`src/rtl/pc_update_sequencer_pkg.sv`:
```
// Shared constants and state type for the PC update sequencer.
// PC-source selects, pc_op encodings, exception cause codes and FSM states.
package pc_update_sequencer_pkg;

    localparam logic [2:0] SRC_LSDATA = 3'd0;
    localparam logic [2:0] SRC_ALU    = 3'd1;
    localparam logic [2:0] SRC_ALUOUT = 3'd2;
    localparam logic [2:0] SRC_JUMP   = 3'd3;
    localparam logic [2:0] SRC_EPC    = 3'd4;

    localparam logic [2:0] OP_SEQ    = 3'd0;
    localparam logic [2:0] OP_BRANCH = 3'd1;
    localparam logic [2:0] OP_JUMP   = 3'd2;
    localparam logic [2:0] OP_JR     = 3'd3;
    localparam logic [2:0] OP_RTE    = 3'd4;

    localparam logic [1:0] CAUSE_OPCODE = 2'd0;
    localparam logic [1:0] CAUSE_OVF    = 2'd1;
    localparam logic [1:0] CAUSE_DIV0   = 2'd2;
    localparam logic [1:0] CAUSE_ALIGN  = 2'd3;

    typedef enum logic [2:0] {
        ST_IDLE,
        ST_FETCH,
        ST_WAIT_DEC,
        ST_RESOLVE,
        ST_EXC_EPC,
        ST_EXC_MEM,
        ST_EXC_LOAD
    } state_e;

endpackage

```
`src/rtl/pc_update_sequencer_vec_wait_counter.sv`:
```
// Down-counter timing the exception vector read; loaded with MEM_WAIT-1
// so that expiry is seen after exactly MEM_WAIT cycles of counting.
module vec_wait_counter #(
    parameter int MEM_WAIT = 2
) (
    input  logic clk,
    input  logic reset,
    input  logic load_i,
    input  logic en_i,
    output logic expired_o
);

    localparam logic [3:0] LOAD_VAL = 4'(MEM_WAIT - 1);

    logic [3:0] cnt_q;

    always_ff @(posedge clk or posedge reset) begin
        if (reset) begin
            cnt_q <= 4'd0;
        end else if (load_i) begin
            cnt_q <= LOAD_VAL;
        end else if (en_i && (cnt_q != 4'd0)) begin
            cnt_q <= cnt_q - 4'd1;
        end
    end

    assign expired_o = (cnt_q == 4'd0);

endmodule

```
`src/rtl/pc_update_sequencer.sv`:
```
// Sequences every PC/EPC write, including exception entry via a vector fetch.
// Optional macro PC_ALIGN_CHECK_EN traps misaligned JUMP/JR/taken-BRANCH targets.
module pc_update_sequencer
    import pc_update_sequencer_pkg::*;
#(
    parameter int          MEM_WAIT = 2,
    parameter logic [31:0] VEC_BASE = 32'd253
) (
    input  logic        clk,
    input  logic        reset,
    input  logic        fetch_req,
    input  logic        instr_valid,
    input  logic [2:0]  pc_op,
    input  logic        branch_taken,
    input  logic        exc_opcode,
    input  logic        exc_overflow,
    input  logic        exc_div0,
    input  logic [1:0]  target_lo,
    output logic [2:0]  pc_source,
    output logic        pc_write,
    output logic        epc_write,
    output logic        mem_read,
    output logic [31:0] vec_addr,
    output logic [1:0]  exc_cause,
    output logic        busy,
    output logic        done
);

    state_e      state_q, state_d;
    logic [2:0]  pc_source_q, pc_source_d;
    logic        pc_write_q, pc_write_d, epc_write_q, epc_write_d;
    logic        mem_read_q, mem_read_d, busy_q, busy_d, done_q, done_d;
    logic [31:0] vec_addr_q, vec_addr_d;
    logic [1:0]  cause_q, cause_d;
    logic        misalign_q, misalign_d;
    logic        cnt_load, cnt_en, cnt_expired;
    logic        illegal_op, exc_now, res_write, align_bad;
    logic [2:0]  res_src;
    logic [1:0]  exc_sel;

    vec_wait_counter #(.MEM_WAIT(MEM_WAIT)) u_wait (
        .clk       (clk),
        .reset     (reset),
        .load_i    (cnt_load),
        .en_i      (cnt_en),
        .expired_o (cnt_expired)
    );

    // Decode of the instruction presented with instr_valid.
    always_comb begin
        illegal_op = (pc_op > OP_RTE);
        exc_now    = exc_opcode | illegal_op | exc_overflow | exc_div0;
        exc_sel    = (exc_opcode | illegal_op) ? CAUSE_OPCODE :
                     exc_overflow ? CAUSE_OVF : CAUSE_DIV0;
        res_write  = 1'b0;
        res_src    = pc_source_q;
        case (pc_op)
            OP_BRANCH: begin res_write = branch_taken; res_src = SRC_ALUOUT; end
            OP_JUMP:   begin res_write = 1'b1;         res_src = SRC_JUMP;   end
            OP_JR:     begin res_write = 1'b1;         res_src = SRC_ALU;    end
            OP_RTE:    begin res_write = 1'b1;         res_src = SRC_EPC;    end
            default:   ;
        endcase
`ifdef PC_ALIGN_CHECK_EN
        align_bad = res_write && (pc_op != OP_RTE) && (target_lo != 2'd0);
`else
        align_bad = 1'b0;
`endif
    end

`ifndef PC_ALIGN_CHECK_EN
    logic unused_target_lo;
    assign unused_target_lo = ^target_lo;
`endif

    // Outputs are computed for the state being entered and then registered,
    // so each strobe lines up with the state that owns it.
    always_comb begin
        state_d     = state_q;
        pc_source_d = pc_source_q;
        pc_write_d  = 1'b0;
        epc_write_d = 1'b0;
        mem_read_d  = 1'b0;
        vec_addr_d  = 32'd0;
        done_d      = 1'b0;
        cause_d     = cause_q;
        misalign_d  = misalign_q;
        cnt_load    = 1'b0;
        cnt_en      = 1'b0;
        case (state_q)
            ST_IDLE: begin
                if (fetch_req && !done_q) begin
                    state_d     = ST_FETCH;
                    pc_write_d  = 1'b1;
                    pc_source_d = SRC_ALU;
                end
            end
            ST_FETCH: state_d = ST_WAIT_DEC;
            ST_WAIT_DEC: begin
                if (instr_valid) begin
                    if (exc_now) begin
                        state_d     = ST_EXC_EPC;
                        epc_write_d = 1'b1;
                        cause_d     = exc_sel;
                    end else begin
                        state_d    = ST_RESOLVE;
                        misalign_d = align_bad;
                        done_d     = !align_bad;
                        if (res_write && !align_bad) begin
                            pc_write_d  = 1'b1;
                            pc_source_d = res_src;
                        end
                    end
                end
            end
            ST_RESOLVE: begin
                if (misalign_q) begin
                    state_d     = ST_EXC_EPC;
                    epc_write_d = 1'b1;
                    cause_d     = CAUSE_ALIGN;
                    misalign_d  = 1'b0;
                end else begin
                    state_d = ST_IDLE;
                end
            end
            ST_EXC_EPC: begin
                state_d    = ST_EXC_MEM;
                cnt_load   = 1'b1;
                mem_read_d = 1'b1;
                vec_addr_d = VEC_BASE + {30'd0, cause_q};
            end
            ST_EXC_MEM: begin
                if (cnt_expired) begin
                    state_d     = ST_EXC_LOAD;
                    pc_write_d  = 1'b1;
                    pc_source_d = SRC_LSDATA;
                end else begin
                    cnt_en     = 1'b1;
                    mem_read_d = 1'b1;
                    vec_addr_d = VEC_BASE + {30'd0, cause_q};
                end
            end
            ST_EXC_LOAD: begin
                state_d = ST_IDLE;
                done_d  = 1'b1;
            end
            default: state_d = ST_IDLE;
        endcase
        busy_d = (state_d != ST_IDLE);
    end

    always_ff @(posedge clk or posedge reset) begin
        if (reset) begin
            state_q     <= ST_IDLE;
            pc_source_q <= SRC_LSDATA;
            pc_write_q  <= 1'b0;
            epc_write_q <= 1'b0;
            mem_read_q  <= 1'b0;
            vec_addr_q  <= 32'd0;
            cause_q     <= 2'd0;
            misalign_q  <= 1'b0;
            busy_q      <= 1'b0;
            done_q      <= 1'b0;
        end else begin
            state_q     <= state_d;
            pc_source_q <= pc_source_d;
            pc_write_q  <= pc_write_d;
            epc_write_q <= epc_write_d;
            mem_read_q  <= mem_read_d;
            vec_addr_q  <= vec_addr_d;
            cause_q     <= cause_d;
            misalign_q  <= misalign_d;
            busy_q      <= busy_d;
            done_q      <= done_d;
        end
    end

    assign pc_source = pc_source_q;
    assign pc_write  = pc_write_q;
    assign epc_write = epc_write_q;
    assign mem_read  = mem_read_q;
    assign vec_addr  = vec_addr_q;
    assign exc_cause = cause_q;
    assign busy      = busy_q;
    assign done      = done_q;

endmodule

```
`config.mk`:
```
export PLATFORM = sky130hd
export DESIGN_NAME = pc_update_sequencer
export DESIGN_NICKNAME = d
export VERILOG_FILES = /design/src/rtl/pc_update_sequencer_pkg.sv /design/src/rtl/pc_update_sequencer_vec_wait_counter.sv /design/src/rtl/pc_update_sequencer.sv
export SDC_FILE = /design/constraint.sdc
export NUM_CORES = 1
export LEC_CHECK = 0
export BUFFER_PORTS_ARGS = -buffer_cell sky130_fd_sc_hd__buf_2
export CAP_MARGIN = 20
export CELL_PAD_IN_SITES_DETAIL_PLACEMENT = 0
export CELL_PAD_IN_SITES_GLOBAL_PLACEMENT = 1
export CORE_ASPECT_RATIO = 2
export CORE_MARGIN = 5
export CORE_UTILIZATION = 37
export DETAILED_ROUTE_END_ITERATION = 16
export PLACE_DENSITY = 0.8
export SLEW_MARGIN = 20
export SYNTH_ARGS = -nofsm -noshare
export SYNTH_HDL_FRONTEND = slang
export SYNTH_SLANG_ARGS = --single-unit
```
`constraint.sdc`:
```
create_clock -name clk -period 5 [get_ports clk]
set_input_delay 1 -clock clk [delete_from_list [all_inputs] [get_ports clk]]
set_output_delay 1 -clock clk [all_outputs]
set_load 0.01 [all_outputs]
```
* Word level (Yosys, flattened, before mapping)
Cells that the tools add are included.
** Cells by class
- Bitwise gates (word level) :: 3
- Equality and inequality tests :: 18
- Mux-type cells :: 44
- Reductions and logical operators :: 14
- $lt $le $gt $ge :: 1
- $add $sub $neg :: 2
** Operator list (count)
- $mux 3 :: 10
- $pmux 3 s6 :: 1
- $pmux 9 s2 :: 1
- $mux 1 :: 15
- $ne 2x2->1 const B :: 7
- $eq 3x2->1 const B :: 4
- $eq 3x3->1 const B :: 4
- $pmux 3 s4 :: 1
- $mux 2 :: 5
- $pmux 1 s2 :: 5
- $add 8x2->9 const A :: 1
- $mux 9 :: 1
- $pmux 3 s3 :: 1
- $mux 4 :: 2
- $reduce_and 7->1 :: 1
- $eq 3x1->1 const B :: 2
- $reduce_bool 3->1 :: 2
- $ne 5x1->1 const B :: 1
- $logic_not 4->1 :: 1
- $pmux 2 s2 :: 1
- $reduce_and 4->1 :: 1
- $reduce_bool 2->1 :: 2
- $reduce_bool 4->1 :: 1
- $sub 4x1->4 const B :: 1
- 8 further kinds :: 11
** Storage, ports and cells
- Logic and storage cells :: 93
- Output and inout port bits :: 42
- Register bits :: 50
- Bits of input ports :: 13

* Logic depth before layout (Yosys ltp)
Gate-level depths: netlist of run 1.
- Depth after elaboration :: 8
- Depth in mapped cells :: 7
- Mapped depth without buffers :: 7

* Cells and area by module
From an unflattened synthesis of run 1, not the netlist that was laid out.
** Second synthesis, totals
- Cell total of the unflattened synthesis :: 130
- Area total of the unflattened synthesis :: 1287.5 µm²
** By module, submodules not included
- pc_update_sequencer :: seq. area each 425.4 µm², cells an instance 106, times used 1, area each 1046.0 µm²
- vec_wait_counter :: seq. area each 100.1 µm², cells an instance 24, times used 1, area each 241.5 µm²

* Worst setup path after synthesis of run 1
OpenSTA, ideal clock, no wires.
- Path type :: in2reg
- Start :: input exc_opcode
- End :: register pc_source_q[0], in the netlist pc_source[0]
- Required time :: 4.875 ns
- Path buffers :: 0
- Stages on the path :: 4
- Setup slack :: 2.923 ns
- Data arrival time :: 1.952 ns
- Library setup time :: 0.125 ns
- Cells stage by stage :: nor4b_4 nand4_2 and3_4 mux2_4
** Between the ends
- Longest elaborated chain between the ends :: 5
** RTL lines
- start: declaration :: line pc_update_sequencer.sv:15 : input logic exc_opcode,
- $or 1x1->1 (3 in a row) :: line pc_update_sequencer.sv:52 : exc_now = exc_opcode | illegal_op | exc_overflow | exc_div0;
- $ne 2x2->1 (no source line)
- $reduce_and 7->1 (no source line)
- end signal: assignment :: line pc_update_sequencer.sv:166 : pc_source_q <= pc_source_d;
- end: declaration :: line pc_update_sequencer.sv:30 : logic [2:0] pc_source_q, pc_source_d;
No other way between the ends.
A chain may end at the register's enable or synchronous reset.

* Worst setup path in the final report of run 1
Ends and elaborated chain as after synthesis.

==> impl_results.md, run 1 <==
* Setup Total Neg Slack at 0 ns
* Hold bufs inserted after CTS at 0
* EDFF count, synth at 0
* Final Max Slew Viols at 0
* GRT Util Overall at 10.29%
* Power Total at 643.5 µW
* Via count at between 800 and 900
* Startpoint type of the worst setup path: input port
* RSZ-0062 raised after global routing: false
* Power Density at 481.1 mW/mm²
* CTS tree: done
* Io pins at 55
* Yosys cell types at 41
* Clk slew on worst S/H paths at 0.07 ns
* R2R depth at 6
* Placed cell count at 176
* Layout area overhead at 7.762%
* List of most frequent post-synthesis cells: buf_4 (28), dfrtp_1 (21), inv_1 (8), nand2_1 (8), o21ai_1 (5)
* Root Driver: clkbuf_8
* Syn Inst Count at roughly 120
* Worst VDD drop at ~190 µV
* Max capacitance violation total at 0
* Final Hold Violating Endpoints at 0
* Largest net degree at the start of global routing at 22
* Synth Area per Inst at 10.09 µm²
* Min-Delay Path Depth at 1
* WHS at 0.4901 ns
* Pleak at 0.7241 nW
* Kind of critical path: in2reg
* WP data arrival at 2.17 ns
* Setup bufs post-CTS at 0
* HP Class: reg2reg
* Post-layout min period at just over 2 ns
* Number of global-route vias before repair at 860
* Detail Placement HPWL at 1901 µm
* Antenna diode count at 0
* Register area share after synthesis at 42.34%
* R2R Setup Slk at 3.15 ns
* I/O Buffers at 29
* Share of the synthesized area in the top cell type at 42.34%
* Final setup viols at 0
* DR vias/cell at 4.739
* Number of CTS-inserted buffers at 3
* Die area at 0.004683 mm²
* Site Rows at 29
* Clock sink total at 21
* Initial DRC count at 10
* Slew HR at between 40% and 50%
* Final WL at 2262 µm
* Nets at 165
* Worst slew pin tran at approximately 0.77 ns
* CTS H-tree lvls at 1
* Ys async rst share at 100.0%
* Netlist Area Pre-Place at 0.001241 mm²
* Layout cells sized above 1 at between 30% and 40%
* Synth Warn # at 0
* Total gr overflow at 0
* Status: completed
* Clk buf depth at 2
* Die height at roughly 92 µm
* Routed Antenna Nets at 0
* Die Wd at 50.96 µm
* Synth area leader: dfrtp_1
* Wire per inst at 12.57 µm
* Skew final at 0.001478 ns
* Period utilization at about two fifths
* Cell Count, Final, Fillers Out at between 150 and 200
* Placer congestion estimate at around 0.76
* Initial antenna violation count at 0
* Placed inst area at roughly 0.0013 mm²
* First-pass GRT wire length at 3767 µm
* Skew-Pair Late Insertion Delay at 0.25 ns
* Top cells by area, synth: dfrtp_1 (42%), buf_4 (17%), inv_1 (2.4%), nand2_1 (2.4%), o31ai_1 (2.4%)
* DRC violations left at 0
* Core area at 0.003193 mm²
* Required @ worst endpoint at 5.14 ns
* Yosys reg bits at 21
* Most common cell in the synthesized netlist: buf_4
* Critical Path Fanout Max at 4
* Layout Cell Area excl Fill at between 0.001 and 0.0015 mm²
* Setup crit end kind: flip-flop
* Number of iterations in the first detailed-routing pass at 2
* Initial Util at 38.87%
* Maximum clock rate at just under 500 MHz
* Post-CTS Resized at 0
* Top_reg_cell synth: dfrtp_1
area by class of cell:
type                    instances  area [µm²]
fillers                       333        1856
multi-input cells              85       545.5
flip-flops and latches         21       525.5
repair buffers                 29       145.1
clock buffers                   4       45.04
well taps                      31       38.79
inverters                      10       37.54
metrics by stage:
step	utilization, %	setup slack (ns)
after global routing	41.89	2.912
final	41.89	2.972
after floorplan	-	2.923
after global placement	40.48	2.700
after detailed placement	40.48	2.686
after CTS	41.89	2.954
registers in the layout, indices dropped and copies added (netlist names):
register      flops
epc_write         1
vec_addr          4
u_wait.cnt_q      4
state_q           3
busy              1
pc_write          1
mem_read          1
pc_source         3
done              1
exc_cause         2
routing by layer:
layer	up-vias	track usage, %	wire length, µm
met5	-	0	0
met4	0	6.823	48
met2	36	18.78	1280
met3	4	1.461	187
met1	394	10.04	746
li1	419	-	-
worst paths after layout:
kind | to | start
min in group asynchronous | vec_addr[0] | reset
worst min register to register | vec_addr[0] | exc_cause[0]
worst max-delay path | pc_source[0] | exc_opcode
worst min-delay path | vec_addr[0] | exc_cause[0]
max in group asynchronous | pc_source[0] | reset
worst max register to register | pc_source[0] | u_wait.cnt_q[0]
cells in the final DEF (no fill, tap or decap), types with 2 or more instances in the layout:
cell	count
buf_2	29
conb_1	23
dfrtp_1	21
inv_1	8
nand2_1	8
o21ai_1	5
o31ai_1	4
nand3_1	4
nor2_1	3
clkbuf_8	3
nand2b_1	2
o21a_1	2
inv_2	2
a21oi_1	2
and2_1	2
or2b_2	2
o21ai_0	2
a22o_1	2
ha_1	2
cells by family (layout without fill, tap and decap cells):
family          Yosys count  in the layout  share of synthesized area (%)
other cells               1             23                         0.3021
simple gates             38             38                          21.68
mux                       1              1                          1.209
fa+ha+maj                 2              2                          2.016
flops                    21             21                          42.34
buf+inv                  39             43                          20.36
compound gates           21             21                          12.10
power breakdown:
part / switching [mW] / internal [mW]
clock network: 0.0502 / 0.0566
registers: 0.0483 / 0.224
logic: 0.149 / 0.116
critical path: stages:
cell and delay [ns]:
buf_2 0.13, nor4b_4 0.37, nand4_2 0.17, and3_4 0.22, mux2_4 0.29
Power figures use the tool's default switching activity.
==> run 2, diff against run 1 <==
Settings changed: ABC_AREA set to 1, CORE_UTILIZATION 37 to 33, PLACE_DENSITY 0.8 to 0.75.
Clock period 5 ns to 1.9 ns, I/O delays scaled along.
==> run 2 against run 1 <==
  * Clock skew rose by 0.0016 ns
  * Clock power rose to 2.7 times the previous value
  * Count of clock-buffer cells in the layout is 1 lower
  * Routed wire length increased by 4.8%
  * Utilization fell by 4.0 points
  * Total power grew to 2.9 times the previous value
  * Critical endpoint unchanged
==> impl_results.md, run 2 <==
* Critical Path Fanout Max at 5 (+1)
* Synth Area per Inst at 8.216 µm² (-19%)
* Die height at 96.43 µm (+4.9%)
* Syn Inst Count at 150 (+22%)
* Post-CTS Resized at 0 (unchanged)
* Commonest cells after routing, fill and taps aside: buf_2 (29), conb_1 (23), dfrtp_1 (21)
* Startpoint type of the worst setup path: flip-flop
* Skew-Pair Late Insertion Delay at 0.26 ns (about the same)
* Power Density at 1351 mW/mm² (+180%)
* Worst R2R Start: u_wait.cnt_q[0]
* Yosys cell types at 23 (-44%)
* Setup bufs post-CTS at 0 (unchanged)
* Largest net degree at the start of global routing at 22 (unchanged)
* Setup crit end kind: flip-flop
* Detail Placement HPWL at 2013 µm (+5.9%)
* Top routing layer in use: met4
* Met2 WL at 1314 µm (+2.7%)
* HP Class: in2async
* Number of iterations in the first detailed-routing pass at 2 (unchanged)
* Final WL at 2370 µm (+4.8%)
* Clk buf depth at 2 (unchanged)
* Initial antenna violation count at 0 (unchanged)
* Placed cell count at 223 (+27%)
* Initial Util at 34.17% (-4.7 points)
* Hold bufs inserted after CTS at 0 (unchanged)
* Skew final at 0.003117 ns (+0.001639 ns)
* Ys async rst share at 100.0% (unchanged)
* Number of global-route vias before repair at 919 (+6.9%)
* WP data arrival at 1.74 ns (-0.43 ns)
* Netlist Area Pre-Place at 0.001232 mm² (-0.71%)
* Number of CTS-inserted buffers at 3 (unchanged)
* Layout area overhead at 10.76%
* RSZ-0062 raised after global routing: false
* Worst VDD drop at 357.0 µV (+91%)
* Commonest non-fill, non-tap cell in the layout: buf_2
* Core area at 0.003607 mm² (+13%)
* Site Rows at 31 (+6.9%)
* Setup Total Neg Slack at 0 ns (unchanged)
* CTS H-tree lvls at 1 (unchanged)
* Die Wd at 53.21 µm (+4.4%)
* Routed Antenna Nets at 0 (unchanged)
* Status: completed
* Root Driver: clkbuf_8
* Wire length on met1 at 808 µm (+8.3%)
* R2R Setup Slk at 0.37 ns (-2.78 ns)
* Placed inst area at 0.001319 mm² (+2.0%)
* Layout cells sized above 1 at 25.84% (-5.7 points)
* DRC violations left at 0 (unchanged)
* Period utilization at slightly above 80%
* Share of the synthesized area in the top cell type at 42.64% (+0.30 points)
* Io pins at 55 (unchanged)
* Synth Warn # at 0 (unchanged)
* Total gr overflow at 0 (unchanged)
* Crit Reg-Reg Endpoint: pc_source[0]
* Yosys reg bits at 21 (unchanged)
* Maximum clock rate at 653.4 MHz
* Top cells by area, synth: dfrtp_1 (43%), buf_4 (17%), nand3_1 (6.5%), inv_1 (5.8%), nand2_1 (4.9%)
* Wire per inst at 10.44 µm (-17%)
* R2R depth at 8 (+2)
* I/O Buffers at 29 (unchanged)
* Synth area leader: dfrtp_1
* GRT Util Overall at 10.43% (+0.13 points)
* Placer congestion estimate at 0.7415 (-2.4%)
* Clk slew on worst S/H paths at 0.07 ns (about the same)
* CTS tree: done
* Top_reg_cell synth: dfrtp_1
* First-pass GRT wire length at 3836 µm (+1.8%)
* Most common cell in the synthesized netlist: buf_4
* Final setup viols at 0 (unchanged)
* Via count at 956 (+12%)
* Final Max Slew Viols at 0 (unchanged)
* Layout Utilization at 37.84% (-4.0 points)
* Register area share after synthesis at 42.64% (+0.30 points)
* List of most frequent post-synthesis cells: buf_4 (28), dfrtp_1 (21), inv_1 (19)
* Initial DRC count at 10 (unchanged)
* Nets at 194 (+18%)
* EDFF count, synth at 0 (unchanged)
* Post-layout min period at 1.530 ns
* Kind of critical path: reg2reg
* Clock sink total at 21 (unchanged)
* Final Hold Violating Endpoints at 0 (unchanged)
* Die area at 0.005131 mm² (+9.6%)
* Cell Count, Final, Fillers Out at 227 (+26%)
* Met3 routed WL at 172 µm (-8.0%)
* Antenna diode count at 0 (unchanged)
* DR vias/cell at 4.211 (-11%)
* Max capacitance violation total at 0 (unchanged)
* Layout Cell Area excl Fill at 0.001365 mm² (+2.1%)
* Required @ worst endpoint at 2.10 ns (-3.04 ns)
* Pleak at 0.7727 nW (+6.7%)
==> run 2: per-stage QoR <==
stage	total power [mW]	setup slack, ns	hold slack, ns
detailed placement	1.585	0.3848	0.4221
global placement	1.560	0.4112	0.4181
CTS	1.874	0.3588	0.1400
floorplan	1.395	0.6019	0.3565
finish	1.845	0.3696	0.1329
global route	2.027	0.1356	0.1763
==> run 2: worst max path at each step <==
stage	start	to	cells after the start
3_5_place_dp	u_wait.cnt_q[0]	pc_source[0]	8
3_3_place_gp	u_wait.cnt_q[0]	pc_source[0]	8
2_1_floorplan	u_wait.cnt_q[0]	pc_source[0]	8
6_report	u_wait.cnt_q[0]	pc_source[0]	8
5_1_grt	u_wait.cnt_q[0]	pc_source[0]	8
4_1_cts	u_wait.cnt_q[0]	pc_source[0]	8
==> run 2: cell families after synthesis <==
| family | Yosys count | synth area share [%] |
|---|---|---|
| AND/OR/NAND/NOR | 56 | 21.83 |
| buffers and inverters | 52 | 24.37 |
| flip-flops | 21 | 42.64 |
| AO/OA/AOI/OAI | 18 | 8.834 |
| adder cells (fa/ha/maj) | 2 | 2.030 |
| other | 1 | 0.3043 |
==> run 2: layout make-up <==
type / instances / area (µm²)
tap: 49 / 61.31
clock buffer: 3 / 41.29
clock inverter: 1 / 5.005
sequential: 21 / 525.5
inverter: 24 / 90.09
multi-input combinational: 99 / 489.2
timing repair buffer: 30 / 152.6
fill: 401 / 2242
==> run 2: where the power goes <==
group | total (mW) | leakage [nW] | switching, mW | internal (mW)
registers | 0.700 | 0.275 | 0.0923 | 0.608
clock network | 0.288 | 0.0255 | 0.142 | 0.146
logic | 0.856 | 0.473 | 0.541 | 0.315
total | 1.84 | 0.773 | 0.776 | 1.07
==> run 2: per-layer routing <==
| metal | track usage, % | vias to the layer above |
|---|---|---|
| li1 | - | 482 |
| met1 | 9.681 | 433 |
| met2 | 19.16 | 36 |
| met3 | 1.843 | 5 |
| met4 | 7.676 | 0 |
| met5 | 0 | - |
==> run 2: worst max-delay path, stage by stage, from the launching register on <==
cell     delay (ns)
dfrtp_1        0.37
inv_1          0.09
ha_1           0.18
nand3_1        0.13
nand3_1        0.21
o21ai_0        0.14
a21oi_2        0.16
nand3_1        0.11
nand2_1        0.07
